File: src/rtl/imem_prefetch_buffer.sv
// imem_prefetch_buffer: instruction-fetch front end that prefetches sequential
// words from a req/gnt/rvalid memory into a small tagged FIFO and hands the
// core the word for the address it presented in the previous cycle.
//
//   state  | meaning
//   -------+---------------------------------------------------------------
//   IDLE   | first cycle after reset, latch start address from the core
//   STREAM | issue sequential requests, fill FIFO, serve hits, detect misses
//   DRAIN  | wait out stale in-flight responses after a redirect
module imem_prefetch_buffer #(
  parameter int unsigned DEPTH           = 4,
  parameter int unsigned MAX_OUTSTANDING = 2,
  parameter logic [31:0] NOP_WORD        = 32'h0000_0013
) (
  input  logic        clk,
  input  logic        rst_n,
  input  logic [31:0] inst_addr,
  output logic [31:0] instruction,
  output logic        inst_ready,
  output logic        imem_req,
  output logic [31:0] imem_addr,
  input  logic        imem_gnt,
  input  logic        imem_rvalid,
  input  logic [31:0] imem_rdata
);

  localparam int PW = (DEPTH > 1) ? $clog2(DEPTH) : 1;
  localparam int CW = $clog2(DEPTH + 1);
  localparam int OW = $clog2(MAX_OUTSTANDING + 1);

  localparam logic [1:0] S_IDLE   = 2'd0;
  localparam logic [1:0] S_STREAM = 2'd1;
  localparam logic [1:0] S_DRAIN  = 2'd2;

  logic [1:0]    state_q, state_d;
  logic [29:0]   fetch_addr_q, fetch_addr_d;
  logic [29:0]   lookup_q;
  logic [OW-1:0] outst_q, outst_d;
  logic [OW-1:0] drop_cnt_q, drop_cnt_d;

  logic [29:0]   fifo_tag_q  [DEPTH];
  logic [31:0]   fifo_data_q [DEPTH];
  logic [PW-1:0] rd_ptr_q, wr_ptr_q;
  logic [CW-1:0] count_q;

  logic [29:0] head_tag, oldest_tag, exp_tag;
  logic [31:0] head_data;
  logic        fifo_empty, in_stream, miss, hit, rsp, room, granted;
  logic        push, pop, flush;
  logic        unused_addr_lsbs;

  assign unused_addr_lsbs = ^inst_addr[1:0];

  // Head of FIFO, tag of the oldest in-flight request and hit/miss decode
  always_comb begin
    head_tag   = fifo_tag_q[rd_ptr_q];
    head_data  = fifo_data_q[rd_ptr_q];
    fifo_empty = (count_q == '0);
    oldest_tag = fetch_addr_q - 30'(outst_q);
    exp_tag    = fifo_empty ? oldest_tag : head_tag;
    in_stream  = (state_q == S_STREAM);
    miss       = in_stream && (lookup_q != exp_tag);
    hit        = in_stream && !fifo_empty && (head_tag == lookup_q);
    // A response with nothing outstanding is a leftover from before reset.
    rsp        = imem_rvalid && (outst_q != '0);
    // Outstanding requests already own a FIFO slot, so a push never blocks.
    room       = ((32'(count_q) + 32'(outst_q)) < DEPTH) &&
                 (32'(outst_q) < MAX_OUTSTANDING);
    imem_req   = in_stream && !miss && room;
    granted    = imem_req && imem_gnt;
    pop        = hit && (inst_addr[31:2] != lookup_q);
    push       = in_stream && !miss && rsp;
    flush      = miss;
  end

  assign imem_addr   = {fetch_addr_q, 2'b00};
  assign inst_ready  = hit;
  assign instruction = hit ? head_data : NOP_WORD;

  // Fetch sequencing, outstanding accounting and redirect handling
  always_comb begin
    state_d      = state_q;
    fetch_addr_d = fetch_addr_q;
    outst_d      = outst_q;
    drop_cnt_d   = drop_cnt_q;
    case (state_q)
      S_IDLE: begin
        fetch_addr_d = inst_addr[31:2];
        state_d      = S_STREAM;
      end
      S_STREAM: begin
        outst_d = outst_q + OW'(granted) - OW'(rsp);
        if (granted) fetch_addr_d = fetch_addr_q + 30'd1;
        if (miss) begin
          fetch_addr_d = lookup_q;
          if (outst_d != '0) begin
            drop_cnt_d = outst_d;
            state_d    = S_DRAIN;
          end
        end
      end
      S_DRAIN: begin
        // Keep tracking the core so a second redirect while draining is honoured.
        fetch_addr_d = lookup_q;
        if (rsp) begin
          outst_d    = outst_q - OW'(1);
          drop_cnt_d = drop_cnt_q - OW'(1);
        end
        if (drop_cnt_d == '0) state_d = S_STREAM;
      end
      default: state_d = S_IDLE;
    endcase
  end

  // Control registers
  always_ff @(posedge clk or negedge rst_n) begin
    if (!rst_n) begin
      state_q      <= S_IDLE;
      fetch_addr_q <= '0;
      lookup_q     <= '0;
      outst_q      <= '0;
      drop_cnt_q   <= '0;
    end else begin
      state_q      <= state_d;
      fetch_addr_q <= fetch_addr_d;
      lookup_q     <= inst_addr[31:2];
      outst_q      <= outst_d;
      drop_cnt_q   <= drop_cnt_d;
    end
  end

  // Tagged FIFO storage and pointers
  always_ff @(posedge clk or negedge rst_n) begin
    if (!rst_n) begin
      rd_ptr_q <= '0;
      wr_ptr_q <= '0;
      count_q  <= '0;
      for (int i = 0; i < int'(DEPTH); i++) begin
        fifo_tag_q[i]  <= '0;
        fifo_data_q[i] <= '0;
      end
    end else if (flush) begin
      rd_ptr_q <= '0;
      wr_ptr_q <= '0;
      count_q  <= '0;
    end else begin
      if (push) begin
        fifo_tag_q[wr_ptr_q]  <= oldest_tag;
        fifo_data_q[wr_ptr_q] <= imem_rdata;
        wr_ptr_q              <= wr_ptr_q + PW'(1);
      end
      if (pop) rd_ptr_q <= rd_ptr_q + PW'(1);
      count_q <= count_q + CW'(push) - CW'(pop);
    end
  end

endmodule

File: config.mk
export PLATFORM = sky130hd
export DESIGN_NAME = imem_prefetch_buffer
export DESIGN_NICKNAME = d
export VERILOG_FILES = /design/src/rtl/imem_prefetch_buffer.sv
export SDC_FILE = /design/constraint.sdc
export NUM_CORES = 1
export LEC_CHECK = 0
export BUFFER_PORTS_ARGS = -buffer_cell sky130_fd_sc_hd__buf_2
export CORE_ASPECT_RATIO = 1.4
export CORE_MARGIN = 2
export CORE_UTILIZATION = 30
export CTS_CLUSTER_SIZE = 12
export DETAILED_ROUTE_END_ITERATION = 16
export GPL_TIMING_DRIVEN = 0
export HOLD_SLACK_MARGIN = 0.06
export PLACE_DENSITY = 0.48
export SYNTH_ARGS = -nofsm -noshare
export SYNTH_HDL_FRONTEND = slang
export SYNTH_SLANG_ARGS = --single-unit
File: constraint.sdc
create_clock -name clk -period 4.7 [get_ports clk]
set_clock_uncertainty 0.1 [all_clocks]
set_input_delay 0.94 -clock clk [delete_from_list [all_inputs] [get_ports clk]]
set_output_delay 0.94 -clock clk [all_outputs]
set_load 0.03 [all_outputs]
==> flow_summary.toml <==
[critical_path]
crit_top_cell = "a2111o_1"
reg2reg_from = "fetch_addr_q[0]$_DFFE_PN0P_"
path_cells = "inv_2 -> ha_4 -> fa_2 -> or4b_4 -> a2111o_1 -> o221ai_2 -> o211ai_1 -> a2111o_1 -> o21ai_1 -> nand4_1 -> nor2_4 -> nand2_2 -> a311oi_2 -> buf_4"
r2r_slack_ns = -0.55
cp.required_ns = 3.66
cp_max_fo = 3
r2r-end = "drop_cnt_q[1]$_DFFE_PN0P_"
cp-end-kind = "output pin"
slowest_stage = "or4b_4"
critPathMaxStageDelay_ns = 0.47
start_kind = "flop"
critPathKind = "reg2out"
rr_worst_depth = 23
worst_ep_arrival_time_ns = 4.23
crit_family = "compound AO/OA/AOI/OAI gates"
path_buf_inv = 2

[final_layout]
drive_above_1_share_pct = 30.54
antenna_cells = 0
final_cell_mix = "dfrtp_1, nand2_1, o21ai_0, buf_2, xnor2_1"
n_fill_cell = 5711
areaGrowthSynthToFinish_pct = 25.09
final_nets = 1888
final_cell_area_um2 = 21820
final_common_cell = "dfrtp_1"

[power]
cellPowerDensity_nw_per_um2 = 476.5
ir_worst_vdd_v = 0.0002455
p_leak_nw = 9.479

[timing]
min_period_ns = 5.271
drv_slew = 0
fmax_mhz = 189.7
final_hold_viol_count = 0
setup_ws_ns = -0.5710
finalSetupViolCount = 45
tightest_slew_ns = 1.104
rsz0062_at_grt = "yes"
relSlewSlack_pct = 26.38
fin_crit_sh_pct = 112.1
hold_slack_ns = 0.2426

[yosys]
synth_ff_type = "dfrtp_1"
synth_edf_count = 0
synthArstFlopShare_pct = 100.0
synth_area_um2 = 17440
synth_top_family_by_area = "multiplexers"
synth.avg_cell_area_um2 = 11.06
synth.yosys.seq_area_share_pct = 46.06
synth_compound_area_share_pct = 10.03
synthSimpleGateAreaFrac_pct = 12.92
synthCells = 1577
yosys.area.top_type = "dfrtp_1"
synth_cell_types = 75
muxShareOfSynthArea_pct = 17.99
yosys_warnings = 0
synthXorXnorAreaFrac_pct = 7.397
synth_fa_ha_area_share_pct = 1.449
synth_top_area_share_pct = 46.06
synthTopCellsByArea = "dfrtp_1, mux4_2, xnor2_1"
yosys_register_bits = 321

[floorplan]
start_util_pct = 30.32
die_h_um = 289.3
die_width_um = 207.8
die_area_um2 = 60110
coreArea_um2 = 57520
num_io_pins = 134
num_rows = 104

[outcome]
status = "complete, but fails checks"
failed_checks = "negative setup slack"

[drt]
routed_wl_um = 58510
ant_nets = 0
wl_per_cell_um = 22.78
vias = 13291
first_pass_iters = 5
vias_per_cell = 5.174
met3_length_um = 2505
drc = 0
top_layer = "met4"
drt_iter0_markers = 693
met1_length_um = 22690
route.met2.wl_um = 30490

[global_route]
grt_use_total_pct = 19.20
overflow = 0
grt_pass1_vias = 13954
antenna_found_initial = 0
grt_pass1_wl_um = 87710
grt_max_degree = 114

[placement]
dp.final_hpwl_um = 42390
portBuffers = 129
place.gp.congestion = 0.9386
placed_area_um2 = 19210

[clock_network]
clkLatencyLatePin_ns = 0.55
numCtsBuffers = 38
clk_path_buf_depth = 3
cts-root-buf = "clkbuf_16"
clk_pin_slew_ns = 0.06
hold_buffers = 0
clock-sinks = 321
cts_tree = "done"
ctsHtreeMaxLevel = 2

[worst_hold_path]
hold_path_class = "in2async"

[flow_run]
drv_cap = 0
==> worst reg2reg max path, stage by stage (launching register included) <==
cell and delay, ns:
dfrtp_2 0.42, inv_2 0.09, ha_4 0.13, fa_2 0.22, or4b_4 0.47, a2111o_1 0.38
o221ai_2 0.08, o211ai_1 0.16, a2111o_1 0.39, o21ai_1 0.15, nand4_1 0.35, nor2_4 0.24
nand2_2 0.08, or2_4 0.29, ha_4 0.26, inv_2 0.04, ha_4 0.16, xor2_4 0.19
xnor2_2 0.15, nor2_1 0.06, nand2_1 0.11, nand2_2 0.11, or2_4 0.25, a211o_1 0.25
==> cell families (layout without fill, tap and decap cells) <==
| group | Yosys count | in the layout |
|---|---|---|
| adders and majority gates | 19 | 19 |
| muxes | 217 | 217 |
| other | 1 | 2 |
| DFF | 321 | 321 |
| and+or+nand+nor | 441 | 441 |
| buffers and inverters | 154 | 403 |
| xor gates and xnor gates | 141 | 141 |
| AOI/OAI and AO/OA | 283 | 283 |
==> cell usage after synthesis (all sizes together) (3+ instances only) <==
| master | n |
|---|---|
| a211o | 3 |
| or2 | 26 |
| a211oi | 4 |
| and2 | 7 |
| xor2 | 41 |
| o21ai | 134 |
| nand4 | 23 |
| nand4b | 4 |
| nor3 | 31 |
| o31ai | 21 |
| a221oi | 3 |
| nor4 | 23 |
| a21oi | 33 |
| o21bai | 4 |
| nor2 | 52 |
| buf | 55 |
| xnor3 | 4 |
| a311oi | 11 |
| mux2i | 30 |
| dfrtp | 321 |
| inv | 28 |
| nor2b | 41 |
| and3 | 15 |
| o211ai | 4 |
| mux2 | 132 |
| or3 | 5 |
| o22ai | 6 |
| or4 | 4 |
| xnor2 | 96 |
| mux4 | 55 |
| clkbuf | 71 |
| nand3 | 27 |
| nor3b | 3 |
| a31oi | 30 |
| nand2 | 166 |
| ha | 17 |
| nand2b | 8 |
==> sequential cells by signal (all words and copies together) (netlist names), 3 cells and up <==
name / cells
count_q: 3
fifo_data_q: 128
lookup_q: 30
fifo_tag_q: 120
fetch_addr_q: 30
==> layer usage <==
metal	global-route usage, %	vias up
li1	-	6077
met1	21.82	6740
met2	34.55	354
met3	3.263	120
met4	10.11	0
met5	0	-
==> where the power goes <==
group | internal, mW | switching, mW | total (mW)
combinational | 1.48 | 2.59 | 4.06
clock | 1.89 | 1.22 | 3.11
sequential | 2.96 | 0.267 | 3.22
total | 6.33 | 4.07 | 10.4
==> through the flow <==
stage | util [%] | setup TNS [ns] | power [mW] | setup WS [ns] | std cells
2_1_floorplan | - | -0.07276 | 5.702 | -0.06467 | 1578
3_3_place_gp | 33.24 | -1323.12 | 6.903 | -4.193 | 2449
3_5_place_dp | 33.40 | -158.03 | 6.924 | -2.121 | 2452
4_1_cts | 36.76 | -1.577 | 10.30 | -0.4772 | 2541
5_1_grt | 37.93 | -34.04 | 10.92 | -0.7819 | 2569
6_report | 37.93 | -3.157 | 10.40 | -0.5710 | 2569
==> how the worst max path moves through the flow <==
stage | cells past startpoint | start | endpoint | slack [ns]
final | 14 | fetch_addr_q[0]$_DFFE_PN0P_ | imem_req | -0.57
after global routing | 14 | fetch_addr_q[0]$_DFFE_PN0P_ | imem_req | -0.78
after CTS | 14 | fetch_addr_q[0]$_DFFE_PN0P_ | imem_req | -0.48
after detailed placement | 18 | rd_ptr_q[1]$_DFFE_PN0P_ | count_q[2]$_DFF_PN0_ | -2.12
after global placement | 1 | rst_n | fetch_addr_q[0]$_DFFE_PN0P_ | -4.19
after floorplan | 23 | fetch_addr_q[0]$_DFFE_PN0P_ | drop_cnt_q[1]$_DFFE_PN0P_ | -0.06
==> cell type report <==
cell class              instances  area [um^2]  area share [%]
multi-input cells            1103         9328           42.76
flip-flops and latches        321         8038           36.84
repair buffers                186         1340           6.142
clock buffers                  56         1140           5.225
well taps                     742        928.4           4.256
plain buffers                 123        778.2           3.567
clock inverters                10        156.4          0.7169
inverters                      28        107.6          0.4932
==> what timing repair did <==
action                                  CTS  global route
gates cloned                              0             2
resized for setup                       116           115
endpoints found under the setup margin  325           274
setup buffers                            24            28
pin swaps                                20            30
Note: power is estimated with default switching activity, not from simulation.
